File: config.mk
export PLATFORM = sky130hd
export DESIGN_NAME = dll_fc_init
export DESIGN_NICKNAME = d
export VERILOG_FILES = /design/src/rtl/dll_fc_init.sv
export SDC_FILE = /design/constraint.sdc
export NUM_CORES = 1
export LEC_CHECK = 0
export CAP_MARGIN = 15
export CORE_MARGIN = 1
export CORE_UTILIZATION = 45
export CTS_BUF_LIST = sky130_fd_sc_hd__clkbuf_2 sky130_fd_sc_hd__clkbuf_4 sky130_fd_sc_hd__clkbuf_8
export CTS_CLUSTER_DIAMETER = 120
export DETAILED_ROUTE_END_ITERATION = 10
export PLACE_DENSITY = 0.78
export SLEW_MARGIN = 0
export SYNTH_ARGS = -nofsm -noshare
export SYNTH_HDL_FRONTEND = slang
export SYNTH_SLANG_ARGS = --single-unit
File: constraint.sdc
create_clock -name sclk -period 3.36 [get_ports sclk]
set_input_delay 0.672 -clock sclk [delete_from_list [all_inputs] [get_ports sclk]]
set_output_delay 0.672 -clock sclk [all_outputs]
set_load 0.02 [all_outputs]
File: src/rtl/dll_fc_init.sv
// Data-link flow-control initialisation for VC0.
// Sends InitFC1/InitFC2 P/NP/Cpl sets, resends them after an idle gap and
// records the remote credits advertised by the link partner.
module dll_fc_init #(
  parameter int unsigned RESEND_CYCLES = 1024
) (
  input  logic        sclk,
  input  logic        srst_n,
  input  logic [1:0]  dlcm_state_i,
  input  logic [23:0] adv_hdrfc_i,
  input  logic [35:0] adv_datafc_i,
  output logic        dllp_valid_o,
  output logic [31:0] dllp_o,
  input  logic        dllp_ready_i,
  input  logic        rx_dllp_valid_i,
  input  logic [31:0] rx_dllp_i,
  output logic        init1_end_o,
  output logic        init2_end_o,
  output logic [23:0] rmt_hdrfc_o,
  output logic [35:0] rmt_datafc_o,
  output logic        rmt_fc_valid_o
);

  localparam logic [1:0]  DlcmInactive = 2'd0;
  localparam logic [1:0]  DlcmInit1    = 2'd1;
  localparam logic [1:0]  DlcmInit2    = 2'd2;
  localparam logic [1:0]  IdxP         = 2'd0;
  localparam logic [1:0]  IdxCpl       = 2'd2;
  localparam logic [7:0]  TypeInitFc1  = 8'h40;
  localparam logic [7:0]  TypeInitFc2  = 8'hC0;
  localparam logic [15:0] ResendLast   = 16'(RESEND_CYCLES - 1);
  localparam logic [15:0] TimerMax     = 16'hFFFF;

  typedef enum logic [2:0] {
    StIdle,
    StF1Send,
    StF1Wait,
    StF1Done,
    StF2Send,
    StF2Wait,
    StDone
  } state_e;

  state_e      state_q, state_d;
  logic [1:0]  idx_q, idx_d;
  logic        valid_q, valid_d;
  logic [31:0] dllp_q, dllp_d;
  logic [15:0] timer_q, timer_d;
  logic        init1_end_q, init1_end_d;
  logic        init2_end_q, init2_end_d;
  logic [2:0]  recv_q, recv_d;
  logic        fi2_q, fi2_d;
  logic [23:0] rmt_hdr_q, rmt_hdr_d;
  logic [35:0] rmt_data_q, rmt_data_d;

  logic [7:0]  rx_type;
  logic [1:0]  rx_t;
  logic        rx_is_init1, rx_is_init2, rx_is_update;
  logic [2:0]  rx_onehot;
  logic        rx_new;
  logic        in_f1, in_f2;
  logic        phase2, xfer, fi1_now, set_done;
  logic [7:0]  set_base;
  state_e      send_st, wait_st, end_st;

  // Builds one InitFC DLLP of the set; idx selects P/NP/Cpl and the type offset.
  function automatic logic [31:0] fc_word(input logic [7:0]  base,
                                          input logic [1:0]  idx,
                                          input logic [23:0] hdr,
                                          input logic [35:0] data);
    logic [7:0]  ty;
    logic [7:0]  h;
    logic [11:0] d;
    ty = base + {2'b00, idx, 4'h0};
    case (idx)
      2'd0:    begin h = hdr[7:0];   d = data[11:0];  end
      2'd1:    begin h = hdr[15:8];  d = data[23:12]; end
      default: begin h = hdr[23:16]; d = data[35:24]; end
    endcase
    return {ty, 2'b00, h, 2'b00, d};
  endfunction

  // Received DLLP classification; exact type bytes only, so non-VC0 never matches.
  always_comb begin
    rx_type      = rx_dllp_i[31:24];
    rx_t         = rx_type[5:4];
    rx_is_init1  = rx_dllp_valid_i && rx_type[7:6] == 2'b01 && rx_type[3:0] == 4'h0 &&
                   rx_t != 2'b11;
    rx_is_init2  = rx_dllp_valid_i && rx_type[7:6] == 2'b11 && rx_type[3:0] == 4'h0 &&
                   rx_t != 2'b11;
    rx_is_update = rx_dllp_valid_i && rx_type[7:6] == 2'b10 && rx_type[3:0] == 4'h0 &&
                   rx_t != 2'b11;
    case (rx_t)
      2'd0:    rx_onehot = 3'b001;
      2'd1:    rx_onehot = 3'b010;
      2'd2:    rx_onehot = 3'b100;
      default: rx_onehot = 3'b000;
    endcase
    in_f1  = state_q == StF1Send || state_q == StF1Wait || state_q == StF1Done;
    in_f2  = state_q == StF2Send || state_q == StF2Wait;
    rx_new = in_f1 && (rx_is_init1 || rx_is_init2) && ((rx_onehot & ~recv_q) != 3'b000);
  end

  // Remote credit capture: first InitFC of each type wins, later copies are dropped.
  always_comb begin
    recv_d     = recv_q;
    rmt_hdr_d  = rmt_hdr_q;
    rmt_data_d = rmt_data_q;
    fi2_d      = fi2_q | (in_f2 && (rx_is_init2 || rx_is_update));
    if (rx_new) begin
      recv_d = recv_q | rx_onehot;
      case (rx_t)
        2'd0: begin
          rmt_hdr_d[7:0]   = rx_dllp_i[21:14];
          rmt_data_d[11:0] = rx_dllp_i[11:0];
        end
        2'd1: begin
          rmt_hdr_d[15:8]   = rx_dllp_i[21:14];
          rmt_data_d[23:12] = rx_dllp_i[11:0];
        end
        default: begin
          rmt_hdr_d[23:16]  = rx_dllp_i[21:14];
          rmt_data_d[35:24] = rx_dllp_i[11:0];
        end
      endcase
    end
    if (dlcm_state_i == DlcmInactive) begin
      recv_d     = 3'b000;
      fi2_d      = 1'b0;
      rmt_hdr_d  = '0;
      rmt_data_d = '0;
    end
  end

  // FSM next state, transmit handshake and resend timer.
  always_comb begin
    phase2   = state_q == StF2Send || state_q == StF2Wait;
    set_base = phase2 ? TypeInitFc2 : TypeInitFc1;
    send_st  = phase2 ? StF2Send : StF1Send;
    wait_st  = phase2 ? StF2Wait : StF1Wait;
    end_st   = phase2 ? StDone : StF1Done;
    xfer     = valid_q && dllp_ready_i;
    // Receipt in this very cycle counts toward completion at a set boundary.
    fi1_now  = &recv_d;
    set_done = phase2 ? fi2_d : fi1_now;

    state_d     = state_q;
    idx_d       = idx_q;
    valid_d     = valid_q;
    dllp_d      = dllp_q;
    timer_d     = timer_q;
    init1_end_d = 1'b0;
    init2_end_d = 1'b0;

    unique case (state_q)
      StIdle: begin
        if (dlcm_state_i == DlcmInit1) begin
          state_d = StF1Send;
          idx_d   = IdxP;
          valid_d = 1'b1;
          dllp_d  = fc_word(TypeInitFc1, IdxP, adv_hdrfc_i, adv_datafc_i);
        end
      end
      StF1Send, StF2Send: begin
        if (xfer) begin
          if (idx_q != IdxCpl) begin
            idx_d  = idx_q + 2'd1;
            dllp_d = fc_word(set_base, idx_q + 2'd1, adv_hdrfc_i, adv_datafc_i);
          end else begin
            valid_d = 1'b0;
            idx_d   = IdxP;
            timer_d = '0;
            if (set_done) begin
              state_d     = end_st;
              init1_end_d = ~phase2;
              init2_end_d = phase2;
            end else begin
              state_d = wait_st;
            end
          end
        end
      end
      StF1Wait, StF2Wait: begin
        if (set_done) begin
          state_d     = end_st;
          init1_end_d = ~phase2;
          init2_end_d = phase2;
        end else if (timer_q == ResendLast) begin
          state_d = send_st;
          idx_d   = IdxP;
          valid_d = 1'b1;
          dllp_d  = fc_word(set_base, IdxP, adv_hdrfc_i, adv_datafc_i);
        end else if (timer_q != TimerMax) begin
          timer_d = timer_q + 16'd1;
        end
      end
      StF1Done: begin
        if (dlcm_state_i == DlcmInit2) begin
          state_d = StF2Send;
          idx_d   = IdxP;
          valid_d = 1'b1;
          dllp_d  = fc_word(TypeInitFc2, IdxP, adv_hdrfc_i, adv_datafc_i);
        end
      end
      StDone: valid_d = 1'b0;
      default: state_d = StIdle;
    endcase

    // Link going inactive aborts everything, including an offer mid-handshake.
    if (dlcm_state_i == DlcmInactive) begin
      state_d     = StIdle;
      idx_d       = IdxP;
      valid_d     = 1'b0;
      dllp_d      = '0;
      timer_d     = '0;
      init1_end_d = 1'b0;
      init2_end_d = 1'b0;
    end
  end

  // State registers.
  always_ff @(posedge sclk or negedge srst_n) begin
    if (!srst_n) begin
      state_q     <= StIdle;
      idx_q       <= IdxP;
      valid_q     <= 1'b0;
      dllp_q      <= '0;
      timer_q     <= '0;
      init1_end_q <= 1'b0;
      init2_end_q <= 1'b0;
      recv_q      <= 3'b000;
      fi2_q       <= 1'b0;
      rmt_hdr_q   <= '0;
      rmt_data_q  <= '0;
    end else begin
      state_q     <= state_d;
      idx_q       <= idx_d;
      valid_q     <= valid_d;
      dllp_q      <= dllp_d;
      timer_q     <= timer_d;
      init1_end_q <= init1_end_d;
      init2_end_q <= init2_end_d;
      recv_q      <= recv_d;
      fi2_q       <= fi2_d;
      rmt_hdr_q   <= rmt_hdr_d;
      rmt_data_q  <= rmt_data_d;
    end
  end

  assign dllp_valid_o   = valid_q;
  assign dllp_o         = dllp_q;
  assign init1_end_o    = init1_end_q;
  assign init2_end_o    = init2_end_q;
  assign rmt_hdrfc_o    = rmt_hdr_q;
  assign rmt_datafc_o   = rmt_data_q;
  assign rmt_fc_valid_o = &recv_q;

endmodule

; Word level (Yosys, flattened, before mapping)
; Index checks and enable logic that the tools add are counted.
[word_totals]
reg_bits = 120
word_cells = 167
[classes]
addsub = 3
n_eq_ne = 30
n_mux = 71
n_bitwise = 5
n_reduce_logical = 43
[op_table]
columns = operator, n
row1 = 32-bit 2-to-1 mux, 7
row2 = 32-bit case mux with 4 select lines, 1
row3 = 16-bit 2-to-1 mux, 6
row4 = 36-bit 2-to-1 mux, 2
row5 = 24-bit 2-to-1 mux, 2
row6 = 3-bit 2-to-1 mux, 13
row7 = 12-bit 2-to-1 mux, 3
row8 = 8-bit 2-to-1 mux, 4
row9 = 16-bit case mux with 2 select lines, 1
row10 = 3-bit inequality test (second input constant), 8
row11 = 12-bit case mux with 2 select lines, 1
row12 = 6-bit AND reduction, 3
row13 = 1-bit 2-to-1 mux, 17
row14 = 16-bit by 1-bit adder with 16-bit output (second input constant), 1
row15 = 16-bit by 10-bit equality test with 1-bit output (second input constant), 1
row16 = 16-bit inequality test (second input constant), 1
row17 = 8-bit case mux with 2 select lines, 1
row18 = 3-bit case mux with 5 select lines, 1
row19 = 2-bit 2-to-1 mux, 7
row20 = 7-bit AND reduction, 2
row21 = 1-bit logical AND, 13
row22 = 3-bit equality test (second input constant), 3
row23 = 3-bit case mux with 3 select lines, 1
row24 = 8-bit by 6-bit adder with 8-bit output, 1
row25 = other kinds (28), 52

; Depth between registers and ports, before layout
[logic_depth]
depth_word = 16
mapped_depth = 9
mapped_depth_nobuf = 9

; Worst setup path after synthesis
; OpenSTA, ideal clock, no wires.
[synth_path]
path_type = input to register
start = input port rx_dllp_i[25]
end = register state_q[0]
setup_time_ns = 0.125
arrival_ns = 2.576
required_time_ns = 3.235
setup_slack_ns = 0.659
path_stages = 7
path_cell_list = or3b_1 nor4_1 and3b_1 o211ai_1 buf_2 a31oi_1 mux2_2
[synth_via]
elab_chain_cells = 15
word_cells_on_any_way = 26
[synth_rtl]
columns = element, line
row1 = start: declaration, 16  ; input logic [31:0] rx_dllp_i,
row2 = 4-bit zero test *, "87, 89, 91"
row3 = 1-bit logical AND (on tied branches) (2 in a row), "87, 89"
row4 = 1-bit logical OR, 101  ; rx_new = in_f1 && (rx_is_init1 || rx_is_init2) && ((rx_onehot & ~recv_q) != 3'b000);
row5 = 1-bit logical AND (2 in a row), 101
row6 = 3-bit 2-to-1 mux, 110  ; if (rx_new) begin
row7 = 3-bit 2-to-1 mux, 127  ; if (dlcm_state_i == DlcmInactive) begin
row8 = 3-bit AND reduction, 144  ; fi1_now = &recv_d;
row9 = 1-bit 2-to-1 mux *, 145  ; set_done = phase2 ? fi2_d : fi1_now;
row10 = 3-bit 2-to-1 mux, 173  ; if (set_done) begin
row11 = 3-bit 2-to-1 mux, 166  ; if (idx_q != IdxCpl) begin
row12 = 3-bit 2-to-1 mux, 165  ; if (xfer) begin
row13 = 3-bit case mux with 5 select lines, 155  ; unique case (state_q)
row14 = 3-bit 2-to-1 mux, 210  ; if (dlcm_state_i == DlcmInactive) begin
row15 = end signal: assignment, 224  ; state_q <= StIdle;
row16 = end signal: assignment, 236  ; state_q <= state_d;
row17 = end: declaration, 44  ; state_e state_q, state_d;
; Every way passes the cells marked *; elsewhere a longest branch is shown, timed or not. The select of a mux whose other input is x is not followed.
; A chain may end at the register's enable or synchronous reset.

; Worst setup path in the final report
[layout_path]
start = input port rx_dllp_i[28]
end = register dllp_q[19], in the netlist dllp_o[19]
[layout_via]
elab_chain_cells = 11
word_cells_on_any_way = 24
[layout_rtl]
columns = element, line
row1 = 2-bit equality test (tied with other cells), 93  ; case (rx_t)
row2 = 3-bit case mux with 3 select lines (tied with other cells), 93
row3 = 3-bit bitwise AND / 1-bit logical OR (equally long branches), 101
row4 = 3-bit nonzero test / 1-bit logical AND (equally long branches), 101
row5 = 1-bit logical AND, 101
row6 = 3-bit 2-to-1 mux, 110
row7 = 3-bit 2-to-1 mux, 127
row8 = 3-bit AND reduction, 144
row9 = 1-bit 2-to-1 mux *, 145
row10 = 3-bit inequality test (no line) *, --
row11 = 7-bit AND reduction (no line) *, --
row12 = end signal: assignment, 239  ; dllp_q <= dllp_d;
row13 = end: declaration, 47  ; logic [31:0] dllp_q, dllp_d;
; Every way passes the cells marked *; elsewhere a longest branch is shown, timed or not.

==> results.sh <==
export IMPL_postPlaceCellArea_sq_um=7840
export IMPL_final_cells=1017
export IMPL_dpl_hpwl_um=11800
export IMPL_synth_area_sq_um=5800
export IMPL_p_leak_nw=3.39
export IMPL_grt_first_pass_wirelength_um=24700
export IMPL_min_period_ns=2.99
export IMPL_yosysTopAreaCell="dfrtp_1"
export IMPL_cts_hold_fix_buffers=0
export IMPL_yosys_warnings=0
export IMPL_start_util=0.462
export IMPL_place_congestion=0.900
export IMPL_synthTopCellsByArea="dfrtp_1 48%, nand2_1 11%, a21oi_1 6.7%"
export IMPL_wire_per_inst_um=15.6
export IMPL_wl_um=15900
export IMPL_num_antenna_cells=0
export IMPL_cts_resized_gates=0
export IMPL_synth_top_cell_area_share=0.483
export IMPL_cts_root_buf="clkbuf_8"
export IMPL_required_ns=3.65
export IMPL_p_switching_mw=1.75
export IMPL_fin_worst_skew_ns=0.0107
export IMPL_ant_nets=0
export IMPL_start_kind="primary input"
export IMPL_cts_setup_buffers=0
export IMPL_synth_edf_count=0
export IMPL_syn_to_final_growth_pct=38.3
export IMPL_post_route_cell_area_sq_um=8020
export IMPL_dr_first_iter_drc_count=531
export IMPL_core_sq_um=12600
export IMPL_setup_viol=0
export IMPL_drive_gt1_frac=0.0698
export IMPL_maxSlewViolCount=0
export IMPL_synth_cell_types=57
export IMPL_r2r_slack_ns=0.47
export IMPL_fin_ws_ns=0.365
export IMPL_fillers=1046
export IMPL_clock_sinks=112
export IMPL_layout_commonest_cell="clkdlybuf4s50_1"
export IMPL_min_period_over_period=0.891
export IMPL_fmax_mhz=334
export IMPL_route_detailed_drc=0
export IMPL_nNetsFinal=943
export IMPL_synth_ff_latch_count=112
export IMPL_combPwrFrac=0.450
export IMPL_holdWs_ns=0.280
export IMPL_rows=41
export IMPL_p_per_area_nw_per_um2=563
export IMPL_io_buffers=181
export IMPL_die_y_um=116
export IMPL_clk_latency_ns=0.37
export IMPL_antenna_found_initial=0
export IMPL_place_inst=1001
export IMPL_utilization=0.638
export IMPL_syn_area_per_cell_sq_um=8.75
export IMPL_grt_pass1_vias=5208
export IMPL_grt_usage=0.236
export IMPL_path_clk_slew_ns=0.10
export IMPL_power_internal_mw=2.77
export IMPL_grt_overflow_total=0
export IMPL_cpPeakStageDelay_ns=0.56
export IMPL_pin_count=194
export IMPL_die_area_sq_um=13300
export IMPL_worstHoldPathType="primary input to asynchronous set/reset pin"
export IMPL_status="finished clean"
export IMPL_ir_drop_uv=513
export IMPL_grt_max_degree=63
export IMPL_ys_async_sr_fraction=1.00
export IMPL_chipWidth_um=116
export IMPL_path_class="primary input to flip-flop"
export IMPL_finalHoldViolCount=0
export IMPL_final_cell_mix="180 x clkdlybuf4s50_1, 164 x nand2_1, 112 x dfrtp_1"
export IMPL_pre_cts_ws_ns=-0.00444
export IMPL_crit_fanout=10
export IMPL_vias=5572
export IMPL_vias_per_cell=5.48
export IMPL_endpoint_kind="flip-flop"
export IMPL_swShare=0.387
export IMPL_cpMaxStageDelayCell="clkdlybuf4s50_1"
export IMPL_dr_pass1_iters=5
export IMPL_ys_seq_area_frac=0.483
export IMPL_cts_made_buffers=9
export IMPL_synth_cells=663
export IMPL_synth_ff_type="dfrtp_1"
export IMPL_cp_arrival_ns=3.28
export IMPL_htreeDepth=3
export IMPL_power_total_mw=4.52
export IMPL_clock_path_buffers=2
export IMPL_p_clk_frac=0.170
export IMPL_slew_limit_headroom=0.479
export IMPL_crit_chain="clkdlybuf4s50_1, o21bai_1, nor4_1, and3b_1, o21a_1, a2111o_2, a31oi_4, buf_4, mux2i_1"
export IMPL_worst_slew_pin_slew_ns=0.775
export IMPL_cts_tree="built"
export IMPL_setup_tns_final_ns=0
export IMPL_maxCapViolations=0
export IMPL_seq_power_share=0.381
export IMPL_rsz0062_at_grt="no"
[cell families after synthesis]
family | count (synthesis) | synth area share
buffers and inverters | 76 | 0.0602
and+or+nand+nor | 258 | 0.197
other | 1 | 0.000646
xor gates and xnor gates | 6 | 0.00906
AOI/OAI and AO/OA | 179 | 0.193
adders and majority gates | 6 | 0.0125
DFF | 112 | 0.483
muxes | 25 | 0.0442
[synth_stat cells, drive strengths merged, types with 6 or more instances]
| master | instances |
|---|---|
| nand2 | 164 |
| dfrtp | 112 |
| a21oi | 78 |
| a22oi | 41 |
| clkbuf | 35 |
| o21ai | 28 |
| inv | 27 |
| nor2 | 26 |
| mux2i | 20 |
| buf | 14 |
| nand3 | 11 |
| and3 | 9 |
| nor3 | 6 |
| or3 | 6 |
[final cells by class]
cell class	count	area, sq um	share of cell area
sequential	112	2800	0.349
multi-input combinational	482	2690	0.336
timing repair buffer	208	2020	0.252
tap	172	215	0.0268
clock buffer	11	145	0.0181
inverter	27	101	0.0126
clock inverter	5	40.0	0.00499
[metal layers]
layer	GRT usage	wire, um	share of wire	up-vias
met5	0	0	0	-
met4	0.0788	234	0.015	0
met3	0.0476	1420	0.090	22
met2	0.428	7940	0.50	295
met1	0.278	6260	0.39	2617
li1	-	-	-	2638
[power groups by stage]
| stage | sequential (mW) | clock [mW] | combinational, mW |
|---|---|---|---|
| finish | 1.72 | 0.767 | 2.03 |
| global route | 1.75 | 0.835 | 2.22 |
| CTS | 1.72 | 0.785 | 2.04 |
| detailed placement | 1.74 | 0 | 2.03 |
| global placement | 1.73 | 0 | 1.97 |
| floorplan | 1.84 | 0 | 1.23 |
[state kept, by name, indices dropped and copies added, names as in the netlist, 2 cells and up]
register      count
idx_q             2
recv_q            3
dllp_o           24
timer_q          16
state_q           3
rmt_hdrfc_o      24
rmt_datafc_o     36
[critical path, delay by kind of cell]
kind / cells / cell delay, ns
AOI/OAI and AO/OA: 4 / 1.25
buffers and inverters: 2 / 0.83
and+or+nand+nor: 2 / 0.32
muxes: 1 / 0.21
[path summary, 6_finish.rpt]
path                                             start                      endpoint  cells after the start
worst max-delay path                     rx_dllp_i[28]        dllp_o[19]$_DFFE_PN0P_                      9
worst min-delay path                            srst_n  rmt_datafc_o[14]$_DFFE_PN0P_                      1
worst max register to register  state_q[2]$_DFFE_PN0P_        dllp_o[19]$_DFFE_PN0P_                      7
worst min register to register  dllp_o[30]$_DFFE_PN0P_        dllp_o[30]$_DFFE_PN0P_                      1
max in group asynchronous                       srst_n    rmt_hdrfc_o[4]$_DFFE_PN0P_                      2
min in group sclk               dllp_o[30]$_DFFE_PN0P_        dllp_o[30]$_DFFE_PN0P_                      1
No activity file was read; power rests on OpenSTA's default activity.
